### src/rtl/simon_host_ctrl.sv
// Host-side initiator for a SIMON_96144 core: buffers blocks in/out through small FIFOs and
// sequences the newKey/loadKey, newData/loadData and doneData/readData handshakes.
module simon_host_ctrl #(
  parameter int N     = 48,
  parameter int M     = 3,
  parameter int DEPTH = 4,
  parameter int HOLD  = 2
) (
  input  logic             clk,
  input  logic             nR,
  input  logic             key_wr,
  input  logic [M*N-1:0]   key_in,
  input  logic             mode_in,
  output logic             key_busy,
  input  logic             in_valid,
  output logic             in_ready,
  input  logic [2*N-1:0]   in_block,
  output logic             out_valid,
  input  logic             out_ready,
  output logic [2*N-1:0]   out_block,
  output logic             newKey,
  output logic             newData,
  output logic             enc_dec,
  output logic             readData,
  output logic [2*N-1:0]   BLOCK,
  output logic [M*N-1:0]   KEY,
  input  logic             loadKey,
  input  logic             loadData,
  input  logic             doneData,
  input  logic [2*N-1:0]   outData
);

  localparam int AW = $clog2(DEPTH);
  localparam int PW = AW + 1;
  localparam int CW = $clog2(HOLD + 1);
  localparam logic [CW-1:0] HOLD_LAST = CW'(HOLD - 1);

  typedef enum logic [1:0] {K_IDLE, K_REQ, K_HOLD} k_state_t;
  typedef enum logic [2:0] {D_IDLE, D_REQ, D_LHOLD, D_WAIT, D_DHOLD, D_READ, D_RHOLD} d_state_t;

  k_state_t         k_state_reg, k_state_next;
  d_state_t         d_state_reg, d_state_next;
  logic [CW-1:0]    k_cnt_reg, k_cnt_next;
  logic [CW-1:0]    d_cnt_reg, d_cnt_next;
  logic             key_loaded_reg, key_loaded_next;
  logic             done_pend_reg, done_pend_next;
  logic             new_key_reg, new_key_next;
  logic             new_data_reg, new_data_next;
  logic             read_data_reg, read_data_next;
  logic             enc_dec_reg, enc_dec_next;
  logic [2*N-1:0]   block_reg, block_next;
  logic [M*N-1:0]   key_reg, key_next;
  logic             ready_en_reg;
  logic             load_key_q, load_data_q, done_data_q;

  logic [2*N-1:0]   in_mem  [DEPTH];
  logic [2*N-1:0]   out_mem [DEPTH];
  logic [PW-1:0]    in_wr_ptr_reg, in_rd_ptr_reg;
  logic [PW-1:0]    out_wr_ptr_reg, out_rd_ptr_reg;

  logic in_full, in_empty, out_full, out_empty;
  logic in_push, in_pop, out_push, out_pop;
  logic lk_rise, ld_rise, dd_rise, key_accept;

  assign in_full   = (in_wr_ptr_reg[AW] != in_rd_ptr_reg[AW]) &&
                     (in_wr_ptr_reg[AW-1:0] == in_rd_ptr_reg[AW-1:0]);
  assign in_empty  = (in_wr_ptr_reg == in_rd_ptr_reg);
  assign out_full  = (out_wr_ptr_reg[AW] != out_rd_ptr_reg[AW]) &&
                     (out_wr_ptr_reg[AW-1:0] == out_rd_ptr_reg[AW-1:0]);
  assign out_empty = (out_wr_ptr_reg == out_rd_ptr_reg);

  // ready_en keeps in_ready low while reset is asserted, even though the FIFO reads empty
  assign in_ready  = ready_en_reg & ~in_full;
  assign in_push   = in_valid & in_ready;
  assign out_valid = ~out_empty;
  assign out_pop   = out_valid & out_ready;
  assign out_block = out_valid ? out_mem[out_rd_ptr_reg[AW-1:0]] : '0;

  assign lk_rise = loadKey  & ~load_key_q;
  assign ld_rise = loadData & ~load_data_q;
  assign dd_rise = doneData & ~done_data_q;

  // A new key is only taken with both handshakes quiescent; it wins over a block pop that cycle
  assign key_accept = key_wr && (k_state_reg == K_IDLE) && (d_state_reg == D_IDLE);

  assign key_busy = (k_state_reg != K_IDLE);
  assign newKey   = new_key_reg;
  assign newData  = new_data_reg;
  assign readData = read_data_reg;
  assign enc_dec  = enc_dec_reg;
  assign BLOCK    = block_reg;
  assign KEY      = key_reg;

  always_comb begin
    k_state_next    = k_state_reg;
    d_state_next    = d_state_reg;
    k_cnt_next      = k_cnt_reg;
    d_cnt_next      = d_cnt_reg;
    key_loaded_next = key_loaded_reg;
    done_pend_next  = done_pend_reg;
    new_key_next    = new_key_reg;
    new_data_next   = new_data_reg;
    read_data_next  = read_data_reg;
    enc_dec_next    = enc_dec_reg;
    block_next      = block_reg;
    key_next        = key_reg;
    in_pop          = 1'b0;
    out_push        = 1'b0;

    case (k_state_reg)
      K_IDLE: if (key_accept) begin
        key_next        = key_in;
        enc_dec_next    = mode_in;
        new_key_next    = 1'b1;
        key_loaded_next = 1'b0;
        k_state_next    = K_REQ;
      end
      K_REQ: if (lk_rise) begin
        k_cnt_next   = '0;
        k_state_next = K_HOLD;
      end
      K_HOLD: if (k_cnt_reg == HOLD_LAST) begin
        new_key_next    = 1'b0;
        key_loaded_next = 1'b1;
        k_state_next    = K_IDLE;
      end else begin
        k_cnt_next = k_cnt_reg + CW'(1);
      end
      default: k_state_next = K_IDLE;
    endcase

    case (d_state_reg)
      D_IDLE: if (key_loaded_reg && !key_accept && !in_empty) begin
        in_pop        = 1'b1;
        block_next    = in_mem[in_rd_ptr_reg[AW-1:0]];
        new_data_next = 1'b1;
        d_state_next  = D_REQ;
      end
      D_REQ: if (ld_rise) begin
        d_cnt_next   = '0;
        d_state_next = D_LHOLD;
      end
      D_LHOLD: if (d_cnt_reg == HOLD_LAST) begin
        new_data_next = 1'b0;
        d_state_next  = D_WAIT;
      end else begin
        d_cnt_next = d_cnt_reg + CW'(1);
      end
      // The done edge is remembered while the output FIFO is full; the core holds outData meanwhile
      D_WAIT: if (dd_rise || done_pend_reg) begin
        if (out_full) begin
          done_pend_next = 1'b1;
        end else begin
          done_pend_next = 1'b0;
          d_cnt_next     = '0;
          d_state_next   = D_DHOLD;
        end
      end
      D_DHOLD: if (d_cnt_reg == HOLD_LAST) begin
        out_push       = 1'b1;
        read_data_next = 1'b1;
        d_state_next   = D_READ;
      end else begin
        d_cnt_next = d_cnt_reg + CW'(1);
      end
      D_READ: if (!doneData) begin
        d_cnt_next   = '0;
        d_state_next = D_RHOLD;
      end
      D_RHOLD: if (d_cnt_reg == HOLD_LAST) begin
        read_data_next = 1'b0;
        d_state_next   = D_IDLE;
      end else begin
        d_cnt_next = d_cnt_reg + CW'(1);
      end
      default: d_state_next = D_IDLE;
    endcase
  end

  always_ff @(posedge clk or negedge nR) begin
    if (!nR) begin
      k_state_reg    <= K_IDLE;
      d_state_reg    <= D_IDLE;
      k_cnt_reg      <= '0;
      d_cnt_reg      <= '0;
      key_loaded_reg <= 1'b0;
      done_pend_reg  <= 1'b0;
      new_key_reg    <= 1'b0;
      new_data_reg   <= 1'b0;
      read_data_reg  <= 1'b0;
      enc_dec_reg    <= 1'b0;
      block_reg      <= '0;
      key_reg        <= '0;
      ready_en_reg   <= 1'b0;
      load_key_q     <= 1'b0;
      load_data_q    <= 1'b0;
      done_data_q    <= 1'b0;
      in_wr_ptr_reg  <= '0;
      in_rd_ptr_reg  <= '0;
      out_wr_ptr_reg <= '0;
      out_rd_ptr_reg <= '0;
    end else begin
      k_state_reg    <= k_state_next;
      d_state_reg    <= d_state_next;
      k_cnt_reg      <= k_cnt_next;
      d_cnt_reg      <= d_cnt_next;
      key_loaded_reg <= key_loaded_next;
      done_pend_reg  <= done_pend_next;
      new_key_reg    <= new_key_next;
      new_data_reg   <= new_data_next;
      read_data_reg  <= read_data_next;
      enc_dec_reg    <= enc_dec_next;
      block_reg      <= block_next;
      key_reg        <= key_next;
      ready_en_reg   <= 1'b1;
      load_key_q     <= loadKey;
      load_data_q    <= loadData;
      done_data_q    <= doneData;
      in_wr_ptr_reg  <= in_wr_ptr_reg  + PW'(in_push);
      in_rd_ptr_reg  <= in_rd_ptr_reg  + PW'(in_pop);
      out_wr_ptr_reg <= out_wr_ptr_reg + PW'(out_push);
      out_rd_ptr_reg <= out_rd_ptr_reg + PW'(out_pop);
    end
  end

  // Storage needs no reset: pointers alone decide what is visible
  always_ff @(posedge clk) begin
    if (in_push)  in_mem[in_wr_ptr_reg[AW-1:0]]   <= in_block;
    if (out_push) out_mem[out_wr_ptr_reg[AW-1:0]] <= outData;
  end

endmodule
### config.mk
export PLATFORM = sky130hd
export DESIGN_NAME = simon_host_ctrl
export DESIGN_NICKNAME = d
export VERILOG_FILES = /design/src/rtl/simon_host_ctrl.sv
export SDC_FILE = /design/constraint.sdc
export NUM_CORES = 1
export LEC_CHECK = 0
export ABC_CLOCK_PERIOD_IN_PS = 13000
export CORE_MARGIN = 1
export CORE_UTILIZATION = 53
export DETAILED_ROUTE_END_ITERATION = 10
export HOLD_SLACK_MARGIN = 0.02
export PLACE_DENSITY = 0.9
export SYNTH_ARGS = -nofsm -noshare
export SYNTH_HDL_FRONTEND = slang
export SYNTH_SLANG_ARGS = --single-unit
### constraint.sdc
create_clock -name clk -period 13 [get_ports clk]
set_input_delay 3.9 -clock clk [delete_from_list [all_inputs] [get_ports clk]]
set_output_delay 3.9 -clock clk [all_outputs]
set_load 0.005 [all_outputs]
## Word-level counts from Yosys, hierarchy flattened

Memory sizes are Yosys's and may differ from the RTL's. A register that Yosys moved wholly into a read port is not among the register bits.
Cells that the tools add are included.

| operators by class | value |
|---|---|
| add/subtract/negate cells | 6 |
| equal/unequal tests | 29 |
| multiplexer cells | 43 |
| bitwise operators | 11 |
| reduce and logical (&&, ||, !) cells | 29 |

Operator list:

| kind | number |
|---|---|
| $mux 96 | 1 |
| $mux 3 | 8 |
| $ne 2x2->1 const B | 12 |
| $pmux 3 s7 | 1 |
| $mux 2 | 10 |
| $mux 1 | 16 |
| $reduce_and 3->1 | 5 |
| $add 3x1->3 | 4 |
| $reduce_bool 2->1 | 5 |
| $eq 3x3->1 const B | 3 |
| $pmux 1 s2 | 4 |
| $pmux 2 s4 | 1 |
| $reduce_and 8->1 | 1 |
| $and 1x1->1 | 6 |
| $eq 2x1->1 const B | 3 |
| $eq 3x2->1 const B | 2 |
| $eq 3x3->1 | 2 |
| $logic_and 1x1->1 | 6 |
| $pmux 2 s3 | 1 |
| $reduce_and 2->1 | 3 |
| $reduce_and 6->1 | 1 |
| $not 1->1 | 5 |
| $add 2x1->2 const B | 2 |
| $eq 2x2->1 | 2 |
| 11 further kinds | 14 |

| storage, ports and cells | value |
|---|---|
| bits in registers | 175 |
| bits in writable memories | 768 |
| bits of input ports | 345 |
| logic and storage cells | 139 |
| memories | 2 |

Memories:

| memory | depth | width | rd ports | clocked after memory_dff | wr ports | RTL line | RTL |
|---|---|---|---|---|---|---|---|
| in_mem | 4 | 96 | 1 | 1 | 1 | 56 | `logic [2*N-1:0] in_mem [DEPTH];` |
| out_mem | 4 | 96 | 1 | 0 | 1 | 57 | `logic [2*N-1:0] out_mem [DEPTH];` |

## Logic depth before layout (Yosys ltp)

| depth | value |
|---|---|
| depth in word-level cells | 9 |
| mapped depth | 10 |
| depth with buffers taken out | 8 |

## Worst setup path after synthesis

Ideal clock, no wire load.

| timing path | value |
|---|---|
| kind | register -> register |
| start point | reg d_cnt_reg[1] |
| end point | mem out_mem[2][0] (netlist bit) (enable) |
| setup time | 0.820 ns |
| data arrival time | 10.759 ns |
| path slack | 1.421 ns |
| cell stages (with the launch flop) | 6 |
| cells stage by stage | dfrtp_1 inv_1 ha_1 nor2b_1 nand2_1 nor4b_1 |

| on the way | value |
|---|---|
| longest elaborated chain between the ends | 5 |

RTL lines:

| what | RTL line | RTL |
|---|---|---|
| start, declared | 44 | `logic [CW-1:0] d_cnt_reg, d_cnt_next;` |
| start signal, assigned | 206 | `d_cnt_reg <= d_cnt_next;` |
| $eq 2x1->1 | 159 | `D_DHOLD: if (d_cnt_reg == HOLD_LAST) begin` |
| $mux 1 | 159 |  |
| $mux 1 | 132 | `case (d_state_reg)` |
| $mux 1 | 229 | `if (out_push) out_mem[out_wr_ptr_reg[AW-1:0]] <= outData;` |
| $mux 1 (not written as such) | 229 |  |
| end, declared | 57 |  |

Every way passes these cells.

## Final worst setup path

| timing path | value |
|---|---|
| start point | reg out_rd_ptr_reg[1] |
| end point | out out_block[2] |

| on the way | value |
|---|---|
| longest elaborated chain between the ends | 2 |

RTL lines:

| what | RTL line | RTL |
|---|---|---|
| start, declared | 59 | `logic [PW-1:0] out_wr_ptr_reg, out_rd_ptr_reg;` |
| start signal, assigned | 222 | `out_rd_ptr_reg <= out_rd_ptr_reg + PW'(out_pop);` |
| $mem_v2 4x96 / $eq 3x3->1 (equally long branches) | -- |  |
| $mux 96 * | 77 | `assign out_block = out_valid ? out_mem[out_rd_ptr_reg[AW-1:0]] : '0;` |
| end, declared | 20 | `output logic [2*N-1:0] out_block,` |

Mark *: on every way between the ends. The rest lies on a longest branch, timed or not.

==> results.md <==
* Async set-or-reset flop fraction in the synthesized netlist at 26.08%
* CTS sink count at 1039
* Max Fclk at 0.1262 GHz
* Total global-route track usage at 26.27%
* Syn. warnings at 0
* Post-synthesis xor/xnor area fraction at 0.2493%
* Status: complete, no violations
* Remaining routing DRC violations at 0
* Crit path max fanout at 68
* Core box area at 0.07185 mm2
* CTS buffer count at 100
* DRT antenna net count at 0
* Cell Pwr Density at 228.1 mW/mm2
* Row count at 98
* Worst Setup Path Type: reg2out
* Area growth from synthesis to layout at 29.17%
* Met2 Use GR at 45.73%
* Die width at 272.0 um
* WL/cell at 27.63 um
* Syn_nets at 2112
* EDFF count, synth at 768
* # resized after CTS at 0
* Largest net degree at the start of global routing at 81
* First-pass GRT wire length at 141800 um
* Synthesized flop and latch total at 1039
* Routing usage on met1 at 29.53%
* VDD IR max at 0.0001813 V
* Vias in the first global route at 21950
* GR peak layer: met2
* Min Tclk post-route at 7.923 ns
* Max-capacitance violation count at 0
* Final Hold Viols at 0
* Initial antenna violation count at 41
* Clock Skews at 0.05183 ns
* Critical Path AT at 4.02 ns
* CP Launch Type: register
* Post-synthesis adder-cell area fraction at 0.3238%
* Synthesized area at 0.03864 mm2
* DR pass1 iterations at 5
* Via count at 20450
* Leakage Power at 17.43 nW
* Setup bufs post-CTS at 0
* Starting Density at 53.78%
* Final nets at 2840
* Slew HR at 28.60%
* Compound-gate portion of the synthesized area at 0.4630%
* Post-place instance area at 0.04653 mm2
* Mux cell area share after synthesis at 18.31%
* H-tree levels at 3
* Clk slew on worst S/H paths at 0.06 ns
* Placed Cells at 3333
* Min Hold Slack at 0.4835 ns
* Final setup violating endpoints at 0
* GP Congestion at 0.8460
* Synth Area in Simple Gates at 2.253%
* 1st-iter DRT viols at 1630
* Port Buffers at 687
* Clock Path Buffers at 3
* Worst min path class: reg2reg
* CTS Hold Buffers Added at 0
* CTS tree: yes
* Slew Viols, Final at 0
* Final WL at 98060 um
* Primary FF master, synth: edfxtp_1
* Clk_lat worst skew at 0.66 ns
* Top Ports at 688
* Design area at 0.04992 mm2
* Worst EP required at 9.10 ns
* Gate Count Post-Synth at 1757
* RSZ-0062 raised after global routing: false
* Syn Area/Cell at 21.99 um2
* Post-route insts no fill at 3549
* Die H at 272.0 um
* Yosys cell types at 43
* Period utilization at 60.95%
* Met3 Resource Use GR at 7.000%
* Tot Pwr at 11.39 mW
* CTS root buf: clkbuf_16
* Total grt overflow at 0
* Critical Path End Type: output port
* Fraction of the yosys area taken by sequential cells at 77.23%
* Worst-margin pin slew at 1.069 ns
* Setup TNS at 0 ns
* DPL Wire Length at 60910 um
* Vias per std cell at 5.761
* Fraction of layout cells with a size suffix above 1 at 24.42%
* Main combinational cell family by area after synthesis: multiplexers
* Die ar. at 0.07400 mm2
## through the flow
step / util, % / setup WS, ns
2_1_floorplan: - / 1.421
3_3_place_gp: 64.76 / 5.971
3_5_place_dp: 64.76 / 5.795
4_1_cts: 69.36 / 5.045
5_1_grt: 69.46 / 4.869
6_report: 69.47 / 5.077
## kinds of logic (layout without fill, tap and decap cells)
logic type | count (synthesis) | count (layout)
multiplexers | 433 | 433
AO/OA/AOI/OAI | 28 | 28
XOR/XNOR | 11 | 11
flip-flops | 1039 | 1039
adder cells (fa/ha/maj) | 10 | 10
AND/OR/NAND/NOR | 145 | 145
other | 1 | 32
buffers and inverters | 90 | 901
## cells in the final DEF, fill, tap and decap left out, types with 3 or more instances in the layout
master and instances:
dfrtp_4 4, inv_1 5, nor2_4 3, a21o_1 3
mux2_4 10, xnor2_1 3, diode_2 31, clkbuf_16 103
clkinv_4 6, mux4_2 192, inv_6 3, clkdlybuf4s50_1 686
nor2b_1 102, ha_1 10, clkinv_1 12, mux2_2 231
edfxtp_1 768, o21ai_0 7, nor2_1 9, clkbuf_8 15
nand2_1 9, a21oi_1 7, clkbuf_1 20, buf_4 24
xor2_1 8, dfrtp_1 267, bufinv_16 5, clkinv_2 16
## cells in the mapped netlist (4+ instances only)
library cell / count / area [um2]
nand2_1: 9 / 33.78
edfxtp_1: 768 / 23060
buf_6: 9 / 101.4
mux2_4: 10 / 150.1
buf_1: 4 / 15.01
nor2_1: 11 / 41.29
o21ai_0: 7 / 35.03
buf_2: 36 / 180.2
ha_1: 10 / 125.1
nor2b_1: 103 / 644.4
mux2_2: 231 / 2601
clkbuf_1: 36 / 135.1
a21oi_1: 7 / 35.03
dfrtp_1: 271 / 6782
mux4_2: 192 / 4324
inv_1: 5 / 18.77
xor2_1: 8 / 70.07
## path summary, 6_finish.rpt
| check | startpoint | to | slack [ns] | cells after the start |
|---|---|---|---|---|
| setup / recovery | out_rd_ptr_reg[1] | out_block[2] | 5.08 | 6 |
| min in group asynchronous | nR | BLOCK[34] | 3.22 | 1 |
| max in group asynchronous | nR | out_rd_ptr_reg[1] | 7.45 | 3 |
| hold reg to reg | d_cnt_reg[1] | d_cnt_reg[1] | 0.48 | 1 |
| setup reg to reg | in_rd_ptr_reg[1] | in_mem[0][16] | 8.75 | 6 |
| hold / removal | d_cnt_reg[1] | d_cnt_reg[1] | 0.48 | 1 |
## where the power goes
group | internal [mW] | switching (mW)
clock | 1.65 | 1.25
sequential | 4.21 | 0.456
combinational | 2.29 | 1.54
total | 8.15 | 3.24
## cell type report
type	count	area, um2
Multi-Input combinational cell	628	8406
Tap cell	950	1189
Sequential cell	1039	29860
Clock buffer	138	2859
Clock inverter	47	447.9
Fill cell	4169	21940
Inverter	5	18.77
Antenna cell	31	77.57
Timing Repair Buffer	711	7062
## critical path: stages (launching register included)
cell and delay, ns:
dfrtp_4 0.72, xnor2_1 0.39, nand2_1 0.15, nor2_4 0.60
buf_4 0.75, nor2b_1 0.17, clkdlybuf4s50_1 0.50
## routing by layer
layer | routed length [um] | vias up
li1 | - | 8509
met1 | 33390 | 10660
met2 | 52150 | 1024
met3 | 7763 | 227
met4 | 4635 | 22
met5 | 131 | -
No activity file was read; power rests on OpenSTA's default activity.
